`config.mk`:
```
export PLATFORM = sky130hd
export DESIGN_NAME = axi_port_bridge
export DESIGN_NICKNAME = d
export VERILOG_FILES = /design/src/rtl/axi_port_bridge.sv
export SDC_FILE = /design/constraint.sdc
export NUM_CORES = 1
export LEC_CHECK = 0
export BUFFER_PORTS_ARGS = -buffer_cell sky130_fd_sc_hd__buf_2
export CAP_MARGIN = 15
export CORE_AREA = 2 2 149 151
export CTS_BUF_LIST = sky130_fd_sc_hd__clkbuf_8
export DETAILED_ROUTE_END_ITERATION = 8
export DIE_AREA = 0 0 151 153
export PLACE_DENSITY = 0.48
export SETUP_SLACK_MARGIN = 0.4
export SYNTH_ARGS = -nofsm -noshare
export SYNTH_HDL_FRONTEND = slang
export SYNTH_SLANG_ARGS = --single-unit
```
`constraint.sdc`:
```
create_clock -name aclk -period 3.5 [get_ports aclk]
set_clock_uncertainty 0.2 [all_clocks]
set_input_delay 0.7 -clock aclk [delete_from_list [all_inputs] [get_ports aclk]]
set_output_delay 0.7 -clock aclk [all_outputs]
set_load 0.05 [all_outputs]
```
`src/rtl/axi_port_bridge.sv`:
```
// AXI port bridge: reset synchroniser, outstanding-read/write limiters,
// write-ID FIFO that tags bus W beats, and a sticky bus-error flag.
module axi_port_bridge #(
    parameter int ID_W        = 4,
    parameter int LEN_W       = 4,
    parameter int SYNC_STAGES = 2,
    parameter int MAX_OUTST   = 4,
    parameter int WID_DEPTH   = 4
) (
    input  logic              aclk,
    input  logic              aresetn,
    output logic              rst_n_o,
    // core read request
    input  logic [ID_W-1:0]   s_ar_id,
    input  logic [31:0]       s_ar_addr,
    input  logic [LEN_W-1:0]  s_ar_len,
    input  logic [2:0]        s_ar_size,
    input  logic [1:0]        s_ar_burst,
    input  logic              s_ar_valid,
    output logic              s_ar_ready,
    // bus read request
    output logic [ID_W-1:0]   m_ar_id,
    output logic [31:0]       m_ar_addr,
    output logic [7:0]        m_ar_len,
    output logic [2:0]        m_ar_size,
    output logic [1:0]        m_ar_burst,
    output logic              m_ar_valid,
    input  logic              m_ar_ready,
    // read data
    input  logic [ID_W-1:0]   m_r_id,
    input  logic [31:0]       m_r_data,
    input  logic [1:0]        m_r_resp,
    input  logic              m_r_last,
    input  logic              m_r_valid,
    output logic              m_r_ready,
    output logic [ID_W-1:0]   s_r_id,
    output logic [31:0]       s_r_data,
    output logic [1:0]        s_r_resp,
    output logic              s_r_last,
    output logic              s_r_valid,
    input  logic              s_r_ready,
    // core write request
    input  logic [ID_W-1:0]   s_aw_id,
    input  logic [31:0]       s_aw_addr,
    input  logic [LEN_W-1:0]  s_aw_len,
    input  logic [2:0]        s_aw_size,
    input  logic [1:0]        s_aw_burst,
    input  logic              s_aw_valid,
    output logic              s_aw_ready,
    // bus write request
    output logic [ID_W-1:0]   m_aw_id,
    output logic [31:0]       m_aw_addr,
    output logic [7:0]        m_aw_len,
    output logic [2:0]        m_aw_size,
    output logic [1:0]        m_aw_burst,
    output logic              m_aw_valid,
    input  logic              m_aw_ready,
    // write data
    input  logic [31:0]       s_w_data,
    input  logic [3:0]        s_w_strb,
    input  logic              s_w_last,
    input  logic              s_w_valid,
    output logic              s_w_ready,
    output logic [ID_W-1:0]   m_w_id,
    output logic [31:0]       m_w_data,
    output logic [3:0]        m_w_strb,
    output logic              m_w_last,
    output logic              m_w_valid,
    input  logic              m_w_ready,
    // write response
    input  logic [ID_W-1:0]   m_b_id,
    input  logic [1:0]        m_b_resp,
    input  logic              m_b_valid,
    output logic              m_b_ready,
    output logic [ID_W-1:0]   s_b_id,
    output logic [1:0]        s_b_resp,
    output logic              s_b_valid,
    input  logic              s_b_ready,
    output logic              err_o
);

    localparam int PW = (WID_DEPTH > 1) ? $clog2(WID_DEPTH) : 1;
    localparam int CW = $clog2(WID_DEPTH + 1);

    logic [SYNC_STAGES-1:0] sync_q;
    logic [3:0]             rd_cnt, wr_cnt;
    logic [CW-1:0]          fifo_cnt;
    logic [PW-1:0]          wr_ptr, rd_ptr;
    logic [ID_W-1:0]        id_mem [WID_DEPTH];

    logic rd_full, wr_full, fifo_full, fifo_empty;
    logic ar_pass, aw_pass, w_pass;
    logic ar_hs, aw_hs, w_hs, r_hs, b_hs;
    logic rd_dec, wr_dec, push, pop;

    function automatic logic [3:0] cnt_next(input logic [3:0] c, input logic inc,
                                            input logic dec);
        logic [3:0] n;
        n = c;
        if (inc && !dec)
            n = c + 4'd1;
        else if (dec && !inc && c != 4'd0)
            n = c - 4'd1;
        return n;
    endfunction

    function automatic logic [PW-1:0] ptr_next(input logic [PW-1:0] p);
        return (p == PW'(WID_DEPTH - 1)) ? '0 : p + PW'(1);
    endfunction

    always_ff @(posedge aclk or negedge aresetn) begin
        if (!aresetn)
            sync_q <= '0;
        else
            sync_q <= {sync_q[SYNC_STAGES-2:0], 1'b1};
    end

    assign rst_n_o = sync_q[SYNC_STAGES-1];

    // Gating uses only registered state and the s-side valid, so no m_*_ready
    // reaches any m_*_valid.
    assign rd_full    = (rd_cnt == 4'(MAX_OUTST));
    assign wr_full    = (wr_cnt == 4'(MAX_OUTST));
    assign fifo_full  = (fifo_cnt == CW'(WID_DEPTH));
    assign fifo_empty = (fifo_cnt == '0);
    assign ar_pass    = rst_n_o & ~rd_full;
    assign aw_pass    = rst_n_o & ~wr_full & ~fifo_full;
    assign w_pass     = rst_n_o & ~fifo_empty;

    assign m_ar_id    = s_ar_id;
    assign m_ar_addr  = s_ar_addr;
    assign m_ar_len   = 8'(s_ar_len);
    assign m_ar_size  = s_ar_size;
    assign m_ar_burst = s_ar_burst;
    assign m_ar_valid = s_ar_valid & ar_pass;
    assign s_ar_ready = m_ar_ready & ar_pass;

    assign m_aw_id    = s_aw_id;
    assign m_aw_addr  = s_aw_addr;
    assign m_aw_len   = 8'(s_aw_len);
    assign m_aw_size  = s_aw_size;
    assign m_aw_burst = s_aw_burst;
    assign m_aw_valid = s_aw_valid & aw_pass;
    assign s_aw_ready = m_aw_ready & aw_pass;

    assign m_w_id     = id_mem[rd_ptr];
    assign m_w_data   = s_w_data;
    assign m_w_strb   = s_w_strb;
    assign m_w_last   = s_w_last;
    assign m_w_valid  = s_w_valid & w_pass;
    assign s_w_ready  = m_w_ready & w_pass;

    assign s_r_id     = m_r_id;
    assign s_r_data   = m_r_data;
    assign s_r_resp   = m_r_resp;
    assign s_r_last   = m_r_last;
    assign s_r_valid  = m_r_valid & rst_n_o;
    assign m_r_ready  = s_r_ready & rst_n_o;

    assign s_b_id     = m_b_id;
    assign s_b_resp   = m_b_resp;
    assign s_b_valid  = m_b_valid & rst_n_o;
    assign m_b_ready  = s_b_ready & rst_n_o;

    assign ar_hs  = s_ar_valid & m_ar_ready & ar_pass;
    assign aw_hs  = s_aw_valid & m_aw_ready & aw_pass;
    assign w_hs   = s_w_valid & m_w_ready & w_pass;
    assign r_hs   = m_r_valid & s_r_ready & rst_n_o;
    assign b_hs   = m_b_valid & s_b_ready & rst_n_o;
    assign rd_dec = r_hs & m_r_last;
    assign wr_dec = b_hs;
    assign push   = aw_hs;
    assign pop    = w_hs & s_w_last;

    always_ff @(posedge aclk or negedge aresetn) begin
        if (!aresetn) begin
            rd_cnt   <= '0;
            wr_cnt   <= '0;
            fifo_cnt <= '0;
            wr_ptr   <= '0;
            rd_ptr   <= '0;
            err_o    <= 1'b0;
            for (int unsigned i = 0; i < WID_DEPTH; i++)
                id_mem[i] <= '0;
        end else begin
            rd_cnt <= cnt_next(rd_cnt, ar_hs, rd_dec);
            wr_cnt <= cnt_next(wr_cnt, aw_hs, wr_dec);
            if (push) begin
                id_mem[wr_ptr] <= s_aw_id;
                wr_ptr         <= ptr_next(wr_ptr);
            end
            if (pop)
                rd_ptr <= ptr_next(rd_ptr);
            if (push && !pop)
                fifo_cnt <= fifo_cnt + CW'(1);
            else if (pop && !push)
                fifo_cnt <= fifo_cnt - CW'(1);
            if ((r_hs && m_r_resp[1]) || (b_hs && m_b_resp[1]))
                err_o <= 1'b1;
        end
    end

    rd_underflow: assert property (@(posedge aclk) disable iff (!aresetn)
        !(rd_dec && !ar_hs && rd_cnt == 4'd0));
    wr_underflow: assert property (@(posedge aclk) disable iff (!aresetn)
        !(wr_dec && !aw_hs && wr_cnt == 4'd0));

endmodule

```
# Word level (Yosys, flattened, before mapping)
# Cells that the tools add are included.
op_classes:
  addsub: 8
  order_cmp: 3
  n_eq_ne: 5
  n_mux: 14
  bitwise: 32
  n_reduce_logical: 23
op_table:
  columns: ["op", "count"]
  rows:
  - ["two-way mux 4 bit", 7]
  - ["bitwise AND 1 bit", 26]
  - ["bitwise mux 16 bit", 1]
  - ["logical AND 1 bit", 11]
  - ["adder 4 x 1 -> 4 bit, second input constant", 2]
  - ["binary-select mux 4 bit (select 2 bit)", 1]
  - ["demux 4 bit (select 2 bit)", 1]
  - ["equality test 4 x 3 -> 1 bit, second input constant", 2]
  - ["nonzero test 4 bit", 2]
  - ["subtractor 4 x 1 -> 4 bit, second input constant", 2]
  - [">= comparator 3 bit, second input constant", 2]
  - ["two-way mux 3 bit", 2]
  - ["inverter 2 -> 3 bit", 2]
  - ["nonzero test 2 bit", 3]
  - ["logical NOT 1 bit", 5]
  - ["adder 2 x 1 -> 2 bit, second input constant", 2]
  - ["equality test 2 bit, second input constant", 2]
  - ["two-way mux 2 bit", 2]
  - ["inverter 1 bit", 4]
  - ["adder 3 x 1 -> 3 bit, second input constant", 1]
  - ["equality test 3 bit, second input constant", 1]
  - ["logical NOT 3 bit", 1]
  - ["< comparator 3 x 1 -> 1 bit, second input constant", 1]
  - ["subtractor 3 x 1 -> 3 bit, second input constant", 1]
  - ["logical OR 1 bit", 1]
totals:
  ff_bits: 34
  in_bits: 184
  out_inout_bits: 196
  word_cells: 96

# Longest topological paths before layout
depth:
  word_depth: 10
  depth_mapped: 10
  ltp_nobuf: 10

# Least setup slack after synthesis
# No wires, ideal clock.
synth_path:
  path_kind: "register to register"
  startpoint: "register sync_q[1]"
  endpoint: "register fifo_cnt[1]"
  setup_ns: 0.125
  arrival_ns: 2.674
  required_ns: 3.175
  setup_slack_ns: 0.501
  stages_incl_launch_ff: 9
  path_buffers: 1
  synth_period_minus_slack_ns: 2.999
  cell_sequence: "dfrtp_1 -> clkbuf_1 -> and3_1 -> and3_1 -> inv_1 -> ha_1 -> inv_1 -> fa_1 -> mux2_2"
synth_between:
  elab_chain_cells: 6
  word_cells_on_any_way: 12
  classes_between: "mux (1); bitwise (6); reduce/logical (5)"
synth_lines:
  columns: ["element", "line", "text"]
  rows:
  - ["start, declared", "85", "logic [SYNC_STAGES-1:0] sync_q;"]
  - ["start signal, assigned", "115", "sync_q <= {sync_q[SYNC_STAGES-2:0], 1'b1};"]
  - ["bitwise AND 1 bit (on tied branches)", "128, 127", null]
  - ["bitwise AND 1 bit (on tied branches)", "167, 127", null]
  - ["bitwise AND 1 bit (on tied branches)", "173, 166", null]
  - ["logical NOT 1 bit (on tied branches)", "194, 196", null]
  - ["logical AND 1 bit (on tied branches)", "194, 196", null]
  - ["two-way mux 3 bit or nonzero test 2 bit (tied branches)", null, null]
  - ["end signal, assigned", "195", "fifo_cnt <= fifo_cnt + CW'(1);"]
  - ["end signal, assigned", "197", "fifo_cnt <= fifo_cnt - CW'(1);"]
  - ["end, declared", "87", "logic [CW-1:0] fifo_cnt;"]
# Parallel ways exist; a longest one is shown, timed or not.
# A chain may end at the register's enable or synchronous reset.

# Final worst setup path
layout_path:
  startpoint: "register rd_cnt[0]"
  endpoint: "output port s_ar_ready"
layout_between:
  elab_chain_cells: 4
layout_lines:
  columns: ["element", "line", "text"]
  rows:
  - ["start, declared", "86", "logic [3:0] rd_cnt, wr_cnt;"]
  - ["start signal, assigned", "186", "rd_cnt <= cnt_next(rd_cnt, ar_hs, rd_dec);"]
  - ["equality test 4 x 3 -> 1 bit", "122", "assign rd_full = (rd_cnt == 4'(MAX_OUTST));"]
  - ["inverter 1 bit", "126", "assign ar_pass = rst_n_o & ~rd_full;"]
  - ["bitwise AND 1 bit", "126", null]
  - ["bitwise AND 1 bit", "136", "assign s_ar_ready = m_ar_ready & ar_pass;"]
  - ["end, declared", "20", "output logic s_ar_ready,"]
# No other way between the ends.

==> reports/qor.csv <==
stage,metric,value,unit
run_status,status,finished clean,
clock_network,cts_tree,yes,
yosys,ys_seq_area_frac,0.262,
clock_network,clock_latency,0.29,ns
timing,worst_slew_pin_slew,0.794,ns
hold_path,min_to,sync_q[1],
timing,hold_violations,0,
worst_setup_path,r2r-start,fifo_cnt[1],
timing,whs,0.159,ns
final_layout,drive_gt1_frac,0.376,
floorplanning,fp.dieH,153,um
worst_setup_path,r2r_cells,10,
worst_setup_path,crit_chain,"or4b_4, and3_2, buf_2",
clock_network,cts_made_buffers,5,
floorplanning,die_w,151,um
pwr,p_per_area,801,nW/um^2
yosys,avgSynthCellArea,9.74,um^2
grt,grt_max_degree,35,
worst_setup_path,worstPathArrival,1.78,ns
yosys,ys_warn_count,0,
worst_setup_path,cp_data_required_time,2.60,ns
worst_setup_path,critPathKind,reg -> out,
hold_path,holdCritPathClass,reg -> reg,
worst_setup_path,reg2reg_to,fifo_cnt[2],
timing,slew_headroom,0.470,
flow_run,cap_violations,0,
clock_network,cts_sinks,34,
grt,gr-total-overflow,0,
yosys,synth_area_leaders,"buf_4, dfrtp_1, mux2_1",
yosys,netlist_area,3250,um^2
drt,drt_iter0_drc,33,
grt,grt_pass1_vias,1640,
clock_network,h-tree-depth,2,
worst_setup_path,max_stage_delay,0.61,ns
final_layout,fillCellCount,2454,
drt,wl_met2,2.69,mm
grt,grt_pass1_wl,9.49,mm
floorplanning,coreArea,21500,um^2
hold_path,min_delay_path_depth,0,
grt,grtUsageTotal,0.0565,
grt,antenna_found_initial,1,
yosys,synthDistinctLibCells,39,
drt,wl_per_cell,13.2,um
drt,drc,0,
timing,rsz0062_at_grt,false,
clock_network,holdBufCountCts,0,
final_layout,area_growth,-19.3,%
worst_setup_path,path_buf_inv,1,
yosys,async_flop_share,1.00,
floorplanning,io_pins,380,
final_layout,fin_util,0.122,
timing,max_freq,0.373,GHz
yosys,synth_top_cell_area_share,0.418,
clock_network,clk_transition_reported_paths,0.07,ns
placed_design,io_buffers,43,
drt,wirelength,6.49,mm
floorplanning,start_util,0.151,
drt,final_antenna_net_count,0,
drt,drt-vias-per-instance,3.13,
yosys,synth_top_cell_by_area,buf_4,
drt,wl_met3,743,um
final_layout,antennaDiodeCount,0,
drt,vias,1534,
final_layout,num-nets-final,406,
floorplanning,rows,54,
yosys,syn_inst,334,
pwr,finalPower,2100,uW
yosys,ys_ff_latch,34,
placed_design,gp_congestion,0.686,
worst_setup_path,r2r_slack,0.83,ns
hold_path,hp-start,sync_q[0],
yosys,synthFlopType,dfrtp_1,
worst_setup_path,cp-start-kind,flop,
pwr,ir_drop,260,uV
clock_network,clk_path_buf_depth,2,
timing,fin_crit,2.68,ns
final_layout,final_common_cell,buf_2,
placed_design,dp_hpwl,5.23,mm
timing,setup-violations-final,0,
worst_setup_path,worstPathMaxFanout,5,
clock_network,cts_resized,0,
drt,first_pass_iters,4,
timing,setup_tns,0,ns
worst_setup_path,setup.worst_path.end_class,output port,
drt,top_layer,met5,
yosys,synth-edff-count,0,
floorplanning,dieArea,23100,um^2
timing,slew_viol_final,0,
drt,drt-met1-wl,2.21,mm
clock_network,clockRootBuffer,clkbuf_8,
final_layout,layout_common_cells,"buf_2, dfrtp_1, mux2_1, ha_1",
pwr,p_leak,0.00111,uW
timing,fin_crit_sh,0.767,
worst_setup_path,cp_top_family,simple AND/OR/NAND/NOR gates,
clock_network,postCtsSetupBuffers,0,
worst_setup_path,critPathSlowestCell,or4b_4,
cell type report:
cell class	instances	area [um^2]	area share
Clock inverter	3	68.8	0.0262
Inverter	9	33.8	0.0129
Clock buffer	5	68.8	0.0262
Tap cell	280	350	0.134
Timing Repair Buffer	44	223	0.0849
Sequential cell	34	851	0.324
Multi-Input combinational cell	115	1030	0.392
cell usage after synthesis, types with 2 or more instances:
library cell    n
clkbuf_1        2
fa_1            3
a31oi_1         2
nor3_1          3
and3_2          2
a21oi_1         3
dfrtp_1        34
and2_2          2
and3_1          3
conb_1          2
buf_4         181
nand4_4         2
inv_1           9
xor2_1          4
nor2_1          8
ha_1           10
o21ai_0         5
mux4_2          4
mux2_1         13
nand2_2         3
and2_1          5
nand2_1         7
xnor2_1         5
mux2_2          7
power breakdown:
part           switching (uW)  leakage (uW)  total, uW  internal (uW)
Combinational             527      0.000633        906            379
Sequential                182      0.000409        754            571
Clock                     156     0.0000683        441            285
Total                     865       0.00111       2100           1240
kinds of logic after synthesis:
logic type               share of synthesized area
AND/OR/NAND/NOR                             0.0827
adder cells (fa/ha/maj)                     0.0569
buffers and inverters                        0.430
other                                      0.00231
flip-flops                                   0.262
multiplexers                                 0.105
AO/OA/AOI/OAI                               0.0373
XOR/XNOR                                    0.0242
how the worst max path moves through the flow:
stage                        endpoint  depth (start not counted)   startpoint
after global routing      fifo_cnt[2]                         10  fifo_cnt[1]
final                      s_ar_ready                          3    rd_cnt[0]
after floorplan           fifo_cnt[1]                          8    sync_q[1]
after global placement      wr_cnt[3]                         10   s_aw_valid
after CTS                  s_ar_ready                          3    rd_cnt[0]
after detailed placement  fifo_cnt[2]                         10   s_aw_valid
state kept, by name, summed over array words and instances, names as in the netlist:
register  flops
id_mem       16
rd_cnt        4
wr_cnt        4
fifo_cnt      3
rd_ptr        2
sync_q        2
wr_ptr        2
err_o         1
layer usage:
layer / vias up / track usage
met3: 87 / 0.0224
met1: 698 / 0.0544
met4: 2 / 0.0752
met2: 110 / 0.0801
met5: - / 0
li1: 637 / -
stage by stage:
step	std cells	area, um^2	setup slack (ns)
after floorplan	341	3280	0.501
after global placement	482	2490	0.880
after detailed placement	482	2490	0.796
after CTS	490	2620	0.790
after global routing	490	2620	0.683
final	490	2620	0.817
(Power assumes the default switching activity.)
